--- config.mk ---
export PLATFORM = sky130hd
export DESIGN_NAME = logip_tx
export DESIGN_NICKNAME = d
export VERILOG_FILES = /design/src/rtl/logip_pkg.sv /design/src/rtl/logip_uart_byte.sv /design/src/rtl/logip_tx.sv
export SDC_FILE = /design/constraint.sdc
export NUM_CORES = 1
export LEC_CHECK = 0
export CELL_PAD_IN_SITES_DETAIL_PLACEMENT = 0
export CELL_PAD_IN_SITES_GLOBAL_PLACEMENT = 1
export CORE_MARGIN = 8
export CORE_UTILIZATION = 30
export DETAILED_ROUTE_END_ITERATION = 7
export PLACE_DENSITY_LB_ADDON = 0.1
export SYNTH_ARGS = -nofsm -noshare
export SYNTH_HDL_FRONTEND = slang
export SYNTH_SLANG_ARGS = --single-unit
--- constraint.sdc ---
create_clock -name clk_i -period 4.6 [get_ports clk_i]
set_input_delay 0.92 -clock clk_i [delete_from_list [all_inputs] [get_ports clk_i]]
set_output_delay 0.92 -clock clk_i [all_outputs]
set_load 0.02 [all_outputs]
--- src/rtl/logip_pkg.sv ---
// Shared types, constants and helpers for the logIP sample readout path.
package logip_pkg;

  typedef enum logic [1:0] {
    IDLE,
    SCAN,
    SEND
  } tx_state_t;

  localparam int UART_DATA_BITS = 8;
  localparam int MAX_GROUPS     = 32;
  localparam int GROUP_IDX_W    = 5;

  // Scanning from the top down leaves the lowest set index as the final value.
  function automatic logic [GROUP_IDX_W-1:0] lowest_set(input logic [MAX_GROUPS-1:0] mask);
    lowest_set = '0;
    for (int i = MAX_GROUPS - 1; i >= 0; i--) begin
      if (mask[i]) lowest_set = GROUP_IDX_W'(i);
    end
  endfunction

endpackage

--- src/rtl/logip_uart_byte.sv ---
// Serializes one byte as a UART frame: start, 8 data bits LSB first, optional parity, stop.
// Optional even parity bit enabled by defining LOGIP_TX_PARITY_EN.
module logip_uart_byte
  import logip_pkg::*;
#(
  parameter int CLK_PER_BIT = 868
) (
  input  logic       clk_i,
  input  logic       rst_i,
  input  logic       load_i,
  input  logic [7:0] byte_i,
  output logic       tx_o,
  output logic       done_o
);

`ifdef LOGIP_TX_PARITY_EN
  localparam int FRAME_BITS = UART_DATA_BITS + 3;
`else
  localparam int FRAME_BITS = UART_DATA_BITS + 2;
`endif
  localparam int DIV_W = (CLK_PER_BIT > 1) ? $clog2(CLK_PER_BIT) : 1;
  localparam logic [DIV_W-1:0] DIV_LAST = DIV_W'(CLK_PER_BIT - 1);
  localparam logic [3:0]       BIT_LAST = 4'(FRAME_BITS - 1);

  logic [FRAME_BITS-1:0] frame_load;
  logic [FRAME_BITS-1:0] frame_reg;
  logic [DIV_W-1:0]      div_reg;
  logic [3:0]            bit_reg;
  logic                  busy_reg;
  logic                  tx_reg;

`ifdef LOGIP_TX_PARITY_EN
  assign frame_load = {1'b1, ^byte_i, byte_i, 1'b0};
`else
  assign frame_load = {1'b1, byte_i, 1'b0};
`endif

  // frame_reg[0] is the bit on the line; ones shift in so the line rests high after stop.
  always_ff @(posedge clk_i or posedge rst_i) begin
    if (rst_i) begin
      frame_reg <= '1;
      div_reg   <= '0;
      bit_reg   <= '0;
      busy_reg  <= 1'b0;
      tx_reg    <= 1'b1;
    end else if (load_i) begin
      frame_reg <= frame_load;
      div_reg   <= '0;
      bit_reg   <= '0;
      busy_reg  <= 1'b1;
      tx_reg    <= 1'b0;
    end else if (busy_reg) begin
      if (div_reg == DIV_LAST) begin
        div_reg <= '0;
        if (bit_reg == BIT_LAST) begin
          busy_reg <= 1'b0;
        end else begin
          bit_reg   <= bit_reg + 4'd1;
          tx_reg    <= frame_reg[1];
          frame_reg <= {1'b1, frame_reg[FRAME_BITS-1:1]};
        end
      end else begin
        div_reg <= div_reg + DIV_W'(1);
      end
    end
  end

  assign tx_o   = tx_reg;
  assign done_o = busy_reg && (div_reg == DIV_LAST) && (bit_reg == BIT_LAST);

endmodule

--- src/rtl/logip_tx.sv ---
// logIP sample transmitter: sends the enabled byte groups of a sample word over UART.
// Parity build option: LOGIP_TX_PARITY_EN (handled inside logip_uart_byte).
module logip_tx
  import logip_pkg::*;
#(
  parameter int WIDTH       = 32,
  parameter int CLK_PER_BIT = 868
) (
  input  logic               clk_i,
  input  logic               rst_i,
  input  logic               stb_i,
  input  logic [WIDTH-1:0]   data_i,
  input  logic [WIDTH/8-1:0] sel_i,
  output logic               rdy_o,
  output logic               tx_o
);

  localparam int G = WIDTH / 8;

  tx_state_t              state_reg, state_next;
  logic [WIDTH-1:0]       word_reg;
  logic [G-1:0]           mask_reg;
  logic [G-1:0]           hit;
  logic [7:0]             group_byte [G];
  logic [7:0]             byte_sel;
  logic [GROUP_IDX_W-1:0] low_idx;
  logic                   load;
  logic                   done;

  assign low_idx = lowest_set(MAX_GROUPS'(mask_reg));

  generate
    for (genvar gi = 0; gi < G; gi++) begin : g_group
      assign group_byte[gi] = word_reg[8*gi +: 8];
      assign hit[gi]        = (low_idx == GROUP_IDX_W'(gi));
    end
  endgenerate

  always_ff @(posedge clk_i or posedge rst_i) begin
    if (rst_i) state_reg <= IDLE;
    else       state_reg <= state_next;
  end

  always_ff @(posedge clk_i or posedge rst_i) begin
    if (rst_i) begin
      word_reg <= '0;
      mask_reg <= '0;
    end else if (state_reg == IDLE && stb_i) begin
      word_reg <= data_i;
      mask_reg <= sel_i;
    end else if (load) begin
      mask_reg <= mask_reg & ~hit;
    end
  end

  // The last frame returns straight to IDLE so ready rises in the cycle a SCAN would occupy.
  always_comb begin
    state_next = state_reg;
    unique case (state_reg)
      IDLE: if (stb_i) state_next = SCAN;
      SCAN: state_next = (mask_reg == '0) ? IDLE : SEND;
      SEND: if (done) state_next = (mask_reg == '0) ? IDLE : SCAN;
      default: state_next = IDLE;
    endcase
  end

  always_comb begin
    rdy_o    = (state_reg == IDLE);
    load     = (state_reg == SCAN) && (mask_reg != '0);
    byte_sel = '0;
    for (int i = 0; i < G; i++) begin
      if (hit[i]) byte_sel = group_byte[i];
    end
  end

  logip_uart_byte #(
    .CLK_PER_BIT(CLK_PER_BIT)
  ) u_uart_byte (
    .clk_i (clk_i),
    .rst_i (rst_i),
    .load_i(load),
    .byte_i(byte_sel),
    .tx_o  (tx_o),
    .done_o(done)
  );

endmodule

Yosys cells after proc, flatten, opt, wreduce, memory -nomap -nowiden

Cells that the tools add are included.

Flip-flop bits (word level): 64
Bits in latches: 0
Memory bits (writable): 0
ROM bits: 0
Input port bits: 39
Output and inout bits: 2
Memories kept: 0

Add/sub/neg operators: 2
$mul: 0
Divide/modulo/power cells: 0
Order comparisons: 0
Eq/ne operators: 10
Shifts and indexed selects: 0
Multiplexer cells: 34
Bitwise gates (word level): 2
Reductions and logical operators: 13

Operator list:

| cell                  | count |
|---|---|
| $mux 10               | 7 |
| $mux 8                | 4 |
| $mux 4                | 6 |
| $mux 5                | 3 |
| $add 10x1->10 const B | 1 |
| $eq 10x10->1 const B  | 1 |
| $eq 5x2->1 const B    | 2 |
| $mux 1                | 9 |
| $mux 2                | 4 |
| $ne 2x2->1 const B    | 3 |
| $pmux 2 s3            | 1 |
| $reduce_bool 2->1     | 3 |
| $eq 5x1->1 const B    | 1 |
| $logic_not 5->1       | 1 |
| $add 4x1->4 const B   | 1 |
| $and 4x4->4           | 1 |
| $eq 4x4->1 const B    | 1 |
| $logic_and 1x1->1     | 4 |
| $logic_not 4->1       | 1 |
| $not 4->4             | 1 |
| $reduce_bool 4->1     | 1 |
| $reduce_and 3->1      | 1 |
| $eq 2x1->1 const B    | 1 |
| $eq 2x2->1 const B    | 1 |
| 2 further kinds       | 2 |

Longest topological paths before layout

Gate-level depths: netlist (run 1).

Word-level depth: 10
Gate-level depth with buffers: 7
Gate-level depth less buffers: 6

Cells and area by module

From an unflattened synthesis (run 1), not the netlist that was laid out.

Cell total of the unflattened synthesis: 293
Area, all modules: 3,218.1 um2

Modules (own cells, without submodules):

| module          | instances | cells each | area an instance (um2) | seq. area each (um2) |
|---|---|---|---|---|
| logip_tx        | 1         | 170        | 1,933.1                | 950.9 |
| logip_uart_byte | 1         | 123        | 1,285.0                | 611.8 |

Worst setup path before layout (run 1)

No wires, ideal clock.

Path type: input port to flip-flop
Start: input port stb_i
End: register word_reg[10]
Data arrival time: 2.007 ns
Required time: 4.475 ns
Slack: 2.468 ns
Stages on the path: 4
Cells stage by stage: and2_1 -> clkbuf_1 -> buf_1 -> mux2_2

Word-level cells in the longest chain between the ends: 1

RTL lines:

| item                   | line           | RTL |
|---|---|---|
| start: declaration     | logip_tx.sv:11 | `input logic stb_i,` |
| $logic_and 1x1->1      | logip_tx.sv:48 | `end else if (state_reg == IDLE && stb_i) begin` |
| end signal: assignment | logip_tx.sv:49 | `word_reg <= data_i;` |
| end: declaration       | logip_tx.sv:21 | `logic [WIDTH-1:0] word_reg;` |

No other way between the ends.
A chain may end at the register's enable or synchronous reset.

Worst setup path in the final report (run 1)

Start: register state_reg[1]
End: output port rdy_o

Word-level cells in the longest chain between the ends: 1

RTL lines:

| item                     | line           | RTL |
|---|---|---|
| start: declaration       | logip_tx.sv:20 | `tx_state_t state_reg, state_next;` |
| start signal: assignment | logip_tx.sv:41 | `else state_reg <= state_next;` |
| $logic_not 2->1          | logip_tx.sv:68 | `rdy_o = (state_reg == IDLE);` |
| end: declaration         | logip_tx.sv:14 | `output logic rdy_o,` |

No other way between the ends.

==> results of run 1 <==
==> layout make-up <==
class,instances,area share [%]
repair buffers,42,11.05
multi-input cells,178,35.75
flip-flops and latches,62,41.58
inverters,13,1.298
well taps,133,4.427
clock inverters,7,2.597
clock buffers,9,3.296
==> kinds of logic (layout without fill, tap and decap cells) <==
family	count (synthesis)	count (layout)	share of synthesized area, %
xor gates and xnor gates	3	3	0.8704
muxes	48	48	17.24
and+or+nand+nor	65	65	11.85
adders and majority gates	3	3	1.243
AOI/OAI and AO/OA	59	59	13.30
DFF	62	62	51.76
buffers and inverters	27	71	3.730
==> Yosys cell counts (all sizes together) (4+ instances only) <==
master	instances	area, um2
nand3	4	20.02
nor2	9	33.78
buf	7	37.53
mux2	32	360.4
dfstp	9	236.5
o21ai	10	50.05
nor2b	4	25.02
clkbuf	7	26.28
dfrtp	53	1326
or3	6	37.54
o31ai	4	30.03
o2bb2ai	8	70.07
a222oi	7	70.07
nand2b	4	25.02
or4	4	35.03
nand2	19	73.82
mux2i	16	160.2
a21oi	20	100.1
inv	13	48.80
==> worst paths after layout <==
path / endpoint / slack (ns) / cells past startpoint
worst max-delay path: rdy_o / 2.12 / 2
worst min register to register: u_uart_byte.frame_reg[3] / 0.46 / 2
max in group asynchronous: u_uart_byte.frame_reg[4] / 2.77 / 3
worst min-delay path: u_uart_byte.frame_reg[3] / 0.46 / 2
min in group asynchronous: word_reg[19] / 0.92 / 2
worst max register to register: u_uart_byte.div_reg[4] / 2.41 / 4
==> layer usage <==
| layer | vias up | GRT usage [%] |
|---|---|---|
| met4 | 0 | 5.186 |
| met3 | 9 | 3.361 |
| met2 | 50 | 15.76 |
| met5 | - | 0 |
| met1 | 1038 | 16.49 |
| li1 | 1049 | - |
==> worst register-to-register path: cells and delay by family (launching register included) <==
| kind | cells | cell delay [ns] |
|---|---|---|
| AND/OR/NAND/NOR | 2 | 0.83 |
| flip-flops | 1 | 0.80 |
| AO/OA/AOI/OAI | 2 | 0.50 |
==> through the flow <==
| stage | instance area [um2] | instances | util, % | total power (uW) |
|---|---|---|---|---|
| floorplan | 3019 | 267 | - | 1500 |
| global placement | 3537 | 428 | 36.19 | 1724 |
| detailed placement | 3537 | 428 | 36.19 | 1732 |
| CTS | 3759 | 444 | 38.45 | 2281 |
| global route | 3759 | 444 | 38.45 | 2415 |
| finish | 3759 | 444 | 38.45 | 2249 |
==> power groups by stage <==
stage | logic [uW] | registers, uW | clock network [uW]
floorplan | 602 | 898 | 0
global placement | 718 | 1010 | 0
detailed placement | 722 | 1010 | 0
CTS | 727 | 1000 | 553
global route | 801 | 1040 | 578
finish | 720 | 997 | 532
==> flow_summary_export.csv, run 1 <==
group,metric,value,unit
route,met1Wirelength,3651,um
route,routedWlPerCell,16.05,um
grt,grt_pass1_vias,2281,
route,dr.max_layer_used,"met4",
route,viasPerCell,4.833,
layout,fin_nets,348,
floorplanning,die_area,13530,um2
sta,setup_tns,0,ns
grt,grt_pass1_wl,12030,um
layout,multi_input_area,1344,um2
power_and_ir_drop,leakage,0.001497,uW
worst_hold_path,hp-start,"u_uart_byte.frame_reg[3]",
floorplanning,start_util,30.89,%
layout,final_cell_mix,"dfrtp_1 (53), clkdlybuf4s50_1 (40), mux2_2 (32)",
worst_setup_path,reg2reg_from,"mask_reg[2]",
worst_setup_path,path_cells,"nor2_1 > clkdlybuf4s50_1",
sta,report.final.slew_viol_count,0,
yosys,avgSynthCellArea,11.31,um2
worst_setup_path,crit_required,3.68,ns
yosys,synthFlopType,"dfrtp_1",
route,route.met3.wl,425,um
clock_network,clk_transition_reported_paths,0.07,ns
yosys,ys_types,45,
clock_network,cts_num_sinks,62,
grt,grt_usage,11.61,%
worst_hold_path,hold_class,"reg -> reg",
layout,diodes,0,
power_and_ir_drop,seqPwrFrac,44.3,%
clock_network,cts_tree,"done",
clock_network,cts-buffers-inserted,9,
sta,rsz0062_at_grt,"no",
sta,final.period_utilization,53.84,%
yosys,async_flop_share,100.0,%
floorplanning,dieHeight,116.3,um
route,wl_met2,2926,um
yosys,synth_edf_count,0,
clock_network,postCtsSetupBuffers,0,
layout,drive_above_1_share,21.54,%
grt,grt_max_degree,41,
route,drc_errors,0,
worst_setup_path,path_class,"reg -> out",
worst_setup_path,path_max_fanout,7,
clock_network,root_buffer,"clkbuf_8",
yosys,ys_ff_latch,62,
worst_setup_path,startpoint,"state_reg[1]",
layout,final_common_cell,"dfrtp_1",
yosys,synth.cell_area,3019,um2
clock_network,hold_buffers,0,
yosys,syn-instance-count,267,
status,status,"finished clean",
yosys,ys.warnings.count,0,
place,portBuffers,40,
grt,grt-ovfl-total,0,
power_and_ir_drop,power_switching,771.8,uW
power_and_ir_drop,intPower,1477,uW
route,vias,2146,
sta,setup_viol_count_final,0,
sta,holdWs,0.4650,ns
grt,antenna_found_initial,0,
worst_setup_path,start_kind,"register",
sta,fin_skew,0.01177,ns
power_and_ir_drop,combPwrFrac,32.0,%
route,drtPass1Iterations,5,
place,dp_hpwl,4952,um
power_and_ir_drop,p_per_area,598.4,nW/um2
route,ant_nets,0,
worst_setup_path,slowest_delay,0.63,ns
clock_network,htreeDepth,3,
layout,areaGrowthSynthToFinish,24.49,%
route,routed_wl,7127,um
layout,seq_area,1563,um2
worst_setup_path,cp.arrival,1.56,ns
floorplanning,coreArea,9774,um2
route,drt_iter0_drc,143,
place,dp_slack,2.067,ns
sta,slew_headroom,29.07,%
sta,setup_ws,2.123,ns
sta,worst_slew_pin_slew,1.055,ns
sta,fmax,403.7,MHz
floorplanning,ioPinCount,41,
worst_setup_path,slowest_stage,"clkdlybuf4s50_1",
clock_network,cts_buffer_depth,2,
clock_network,post_cts_resize_count,0,
floorplanning,die_w,116.3,um
sta,hold_viol,0,
worst_setup_path,worstSetupEndpointType,"output port",
worst_setup_path,path_buf_inv,1,
layout,fillers,1000,
power_and_ir_drop,clkPwrFrac,23.7,%
floorplanning,fp-row-count,36,
clock_network,clkLatencyLatePin,0.34,ns
yosys,ys_seq_area_share,51.76,%
yosys,synthesis.nets,309,
sta,period_needed,2.477,ns
worst_setup_path,crit_family,"buffers and inverters",
place,gp_congestion,0.7166,
power_and_ir_drop,ir_worst_vdd,0.2010,mV
job,max_cap_violations,0,
power_and_ir_drop,p_sw_share,34.32,%
layout,largest_register_ffs,32,
Power figures use the tool's default switching activity.
==> run 2, diff against run 1 <==
==> constraint.sdc (replaced) <==
create_clock -name clk_i -period 2.4 [get_ports clk_i]
set_input_delay 0.48 -clock clk_i [delete_from_list [all_inputs] [get_ports clk_i]]
set_output_delay 0.48 -clock clk_i [all_outputs]
set_load 0.02 [all_outputs]
==> flow_summary_export.csv, run 2 (synthesis gave the netlist of run 1 again) <==
group,metric,value,unit
status,status,"finished clean",
sta,final.period_utilization,88.20,%
sta,fin_skew,0.01930,ns
clock_network,cts_buffer_depth,2,
grt,antenna_found_initial,0,
sta,setup_viol_count_final,0,
place,gp_congestion,0.7358,
place,portBuffers,40,
clock_network,postCtsSetupBuffers,0,
worst_setup_path,crit_required,1.92,ns
route,drt_iter0_drc,86,
sta,slew_headroom,32.57,%
floorplanning,fp-row-count,36,
layout,final_common_cell,"dfrtp_1",
power_and_ir_drop,leakage,0.001548,uW
grt,grt_usage,11.94,%
grt,grt_max_degree,36,
layout,final_cell_mix,"dfrtp_1 (53), clkdlybuf4s50_1 (40), mux2_2 (32)",
clock_network,post_cts_resize_count,0,
floorplanning,die_w,116.3,um
sta,rsz0062_at_grt,"no",
grt,grt_pass1_wl,12460,um
floorplanning,dieHeight,116.3,um
route,routed_wl,7418,um
layout,utilization,39.13,%
layout,fin_nets,360,
route,routedWlPerCell,16.27,um
floorplanning,ioPinCount,41,
floorplanning,coreArea,9774,um2
clock_network,hold_buffers,0,
clock_network,cts_tree,"done",
grt,top_usage_layer,"met1",
sta,worst_slew_pin_slew,1.003,ns
sta,fmax,472.4,MHz
route,viasPerCell,4.844,
layout,areaGrowthSynthToFinish,26.69,%
grt,met1_usage,17.57,%
power_and_ir_drop,ir_worst_vdd,0.4197,mV
clock_network,cts-buffers-inserted,9,
worst_setup_path,cp.arrival,1.64,ns
route,ant_nets,0,
floorplanning,start_util,30.89,%
worst_setup_path,path_class,"reg -> out",
sta,setup_tns,0,ns
route,vias,2209,
sta,report.final.slew_viol_count,0,
clock_network,clk_transition_reported_paths,0.08,ns
clock_network,root_buffer,"clkbuf_8",
worst_hold_path,hold_class,"in -> async",
layout,largest_register_ffs,32,
floorplanning,die_area,13530,um2
worst_setup_path,path_max_fanout,6,
place,dp_hpwl,5172,um
layout,diodes,0,
power_and_ir_drop,p_per_area,1110,nW/um2
grt,met3_usage,3.257,%
grt,use_met2,15.68,%
worst_setup_path,start_kind,"register",
grt,grt-ovfl-total,0,
worst_setup_path,worstSetupEndpointType,"output port",
sta,period_needed,2.117,ns
job,max_cap_violations,0,
clock_network,htreeDepth,3,
layout,drive_above_1_share,24.46,%
clock_network,clkLatencyLatePin,0.35,ns
grt,grt_pass1_vias,2335,
route,drc_errors,0,
clock_network,cts_num_sinks,62,
sta,hold_viol,0,
route,drtPass1Iterations,4,
run 2: cell types whose count changed in the layout (fill, tap and decap cells not counted), sizes merged:
cell	change
bufinv	-2
buf	+12
clkinvlp	-1
clkinv	+3
run 2: worst paths after layout:
| path | cells after the start | slack (ns) | startpoint | endpoint |
|---|---|---|---|---|
| min reg2reg | 2 | 0.47 | u_uart_byte.frame_reg[3] | u_uart_byte.frame_reg[3] |
| max | 3 | 0.28 | state_reg[1] | rdy_o |
| max in group asynchronous | 3 | 1.37 | rst_i | u_uart_byte.frame_reg[0] |
| max reg2reg | 5 | 0.36 | u_uart_byte.bit_reg[0] | u_uart_byte.bit_reg[3] |
| min in group clk_i | 2 | 0.47 | u_uart_byte.frame_reg[3] | u_uart_byte.frame_reg[3] |
| min | 2 | 0.45 | rst_i | word_reg[22] |
run 2: routing by layer:
layer  routed length (um)  part of all wire, %
met3                  410                  5.5
met2                 2878                   39
met1                 3995                   54
met4                  134                  1.8
met5                    0                    0
run 2: metrics by stage:
stage | cells | area, um2 | total power [uW] | hold WS [ns] | worst slack (ns)
6_report | 456 | 3825 | 4247 | 0.4458 | 0.2832
5_1_grt | 456 | 3825 | 4562 | 0.4808 | 0.1539
4_1_cts | 456 | 3825 | 4313 | 0.4519 | 0.2654
3_5_place_dp | 440 | 3652 | 3465 | 0.4578 | 0.3700
3_3_place_gp | 440 | 3652 | 3443 | 0.4561 | 0.3833
2_1_floorplan | 267 | 3019 | 2876 | 0.4440 | 0.3675
run 2: worst max-delay path: stages (launching register included):
cell             delay, ns
dfrtp_1               0.37
buf_4                 0.15
nor2_1                0.14
clkdlybuf4s50_1       0.63
run 2: area by class of cell:
class                   count  area (um2)
clock buffers               9       123.9
clock inverters             7       48.80
fillers                   998        5949
inverters                  13       48.80
multi-input cells         178        1344
flip-flops and latches     62        1563
well taps                 133       166.4
repair buffers             54       530.5
run 2: report_power, final:
| group | internal, uW | leakage, uW | switching, uW |
|---|---|---|---|
| logic | 833 | 0.000716 | 811 |
| registers | 1510 | 0.000742 | 272 |
| clock network | 375 | 0.0000894 | 442 |
| total | 2720 | 0.00155 | 1530 |
==> run 3, diff against run 2 <==
--- a/config.mk
+++ b/config.mk
@@ -7,9 +7,10 @@
 export LEC_CHECK = 0
 export CELL_PAD_IN_SITES_DETAIL_PLACEMENT = 0
 export CELL_PAD_IN_SITES_GLOBAL_PLACEMENT = 1
-export CORE_MARGIN = 8
+export CORE_MARGIN = 5
 export CORE_UTILIZATION = 30
 export DETAILED_ROUTE_END_ITERATION = 7
+export HOLD_SLACK_MARGIN = 0.08
 export PLACE_DENSITY_LB_ADDON = 0.1
 export SYNTH_ARGS = -nofsm -noshare
 export SYNTH_HDL_FRONTEND = slang
==> flow_summary_export.csv, run 3 (synthesis gave the netlist of run 1 again) <==
group,metric,value,unit
status,status,"finished clean",
worst_setup_path,start_kind,"register",
route,routed_wl,7135,um
power_and_ir_drop,p_per_area,1155,nW/um2
grt,antenna_found_initial,0,
worst_setup_path,worstSetupEndpointType,"output port",
sta,slew_headroom,31.32,%
layout,fillers,1009,
layout,final_cell_mix,"dfrtp_1 (53), clkdlybuf4s50_1 (40), mux2_2 (32)",
worst_setup_path,reg2reg_from,"u_uart_byte.bit_reg[0]",
worst_setup_path,cp.arrival,1.62,ns
sta,period_needed,2.104,ns
clock_network,hold_buffers,0,
floorplanning,start_util,30.89,%
floorplanning,coreArea,9774,um2
place,dp_hpwl,4790,um
route,drt_iter0_drc,132,
grt,grt_usage,12.69,%
worst_setup_path,r2r_slack,0.38,ns
floorplanning,fp-row-count,36,
layout,drive_above_1_share,23.91,%
job,max_cap_violations,0,
worst_setup_path,path_max_fanout,6,
layout,multi_input_area,1344,um2
clock_network,cts_num_sinks,62,
route,vias,2170,
place,portBuffers,40,
clock_network,cts_buffer_depth,2,
sta,final.period_utilization,87.66,%
sta,fmax,475.3,MHz
route,routedWlPerCell,15.68,um
sta,setup_tns,0,ns
clock_network,postCtsSetupBuffers,0,
worst_hold_path,min_delay_path_depth,2,
layout,largest_register_ffs,32,
clock_network,cts-buffers-inserted,9,
floorplanning,die_w,110.3,um
worst_setup_path,r2r_cells,5,
place,gp_congestion,0.7274,
route,viasPerCell,4.769,
floorplanning,dieHeight,110.3,um
grt,grt_pass1_wl,11730,um
route,ant_nets,0,
grt,grt_max_degree,63,
floorplanning,die_area,12170,um2
sta,report.final.slew_viol_count,0,
grt,grt_pass1_vias,2245,
sta,fin_skew,0.01041,ns
clock_network,cts_tree,"done",
layout,final_common_cell,"dfrtp_1",
floorplanning,ioPinCount,41,
worst_setup_path,path_class,"reg -> out",
worst_hold_path,hold_class,"reg -> reg",
layout,seq_area,1563,um2
clock_network,post_cts_resize_count,0,
sta,hold_viol,0,
worst_hold_path,hp-start,"u_uart_byte.frame_reg[4]",
route,drtPass1Iterations,4,
worst_hold_path,hold_path_end,"u_uart_byte.frame_reg[4]",
route,drc_errors,0,
layout,diodes,0,
clock_network,clk_transition_reported_paths,0.07,ns
sta,rsz0062_at_grt,"no",
grt,grt-ovfl-total,0,
sta,worst_slew_pin_slew,1.021,ns
layout,areaGrowthSynthToFinish,28.10,%
clock_network,htreeDepth,3,
power_and_ir_drop,ir_worst_vdd,0.3466,mV
sta,setup_viol_count_final,0,
layout,fin_nets,359,
worst_setup_path,worstReg2RegEnd,"u_uart_byte.bit_reg[3]",
clock_network,clkLatencyLatePin,0.34,ns
power_and_ir_drop,leakage,0.001563,uW
clock_network,root_buffer,"clkbuf_8",
worst_setup_path,crit_required,1.92,ns
power_and_ir_drop,finalPower,4468,uW
-- run 3: cell count changes in the layout (fill, tap and decap cells not counted) --
cell	before	now
buf_4	12	11
bufinv_16	0	2
clkbuf_1	0	1
clkbuf_8	9	10
clkinv_2	3	1
clkinv_4	2	0
-- run 3: cell type report --
class	count	area share, %
sequential	62	40.41
inverter	13	1.262
clock buffer	11	3.656
multi-input combinational	178	34.75
tap	133	4.303
timing repair buffer	53	13.52
clock inverter	5	2.103
-- run 3: worst max-delay path by stage --
stage                                       from  cells after the start                endpoint
after global placement    u_uart_byte.bit_reg[0]                      5  u_uart_byte.bit_reg[3]
after CTS                           state_reg[0]                      3                   rdy_o
final                               state_reg[0]                      3                   rdy_o
after global routing                state_reg[0]                      3                   rdy_o
after floorplan                     state_reg[1]                      5            word_reg[10]
after detailed placement             mask_reg[3]                      4  u_uart_byte.div_reg[2]
-- run 3: power by group --
group | switching [uW] | internal, uW
sequential | 258 | 1510
clock | 428 | 616
combinational | 813 | 839
-- run 3: stage by stage --
stage	setup slack [ns]	utilization, %	instance area (um2)	std cells	hold slack [ns]
after floorplan	0.3675	-	3019	267	0.4440
after global placement	0.4136	37.29	3645	439	0.4553
after detailed placement	0.3778	37.29	3645	439	0.4603
after CTS	0.2781	39.57	3867	455	0.4684
after global routing	0.2156	39.57	3867	455	0.4989
final	0.2962	39.57	3867	455	0.4703
-- run 3: routing by layer --
| metal | vias up | GRT usage, % | share of wire [%] |
|---|---|---|---|
| met1 | 1045 | 20.12 | 55 |
| met3 | 9 | 2.796 | 4.6 |
| li1 | 1072 | - | - |
| met2 | 44 | 15.99 | 39 |
| met5 | - | 0 | 0 |
| met4 | 0 | 5.541 | 1.5 |
-- run 3: worst max-delay path, stage by stage, from the launching register on --
cell,delay (ns)
dfrtp_1,0.40
buf_4,0.16
nor2_1,0.11
clkdlybuf4s50_1,0.62
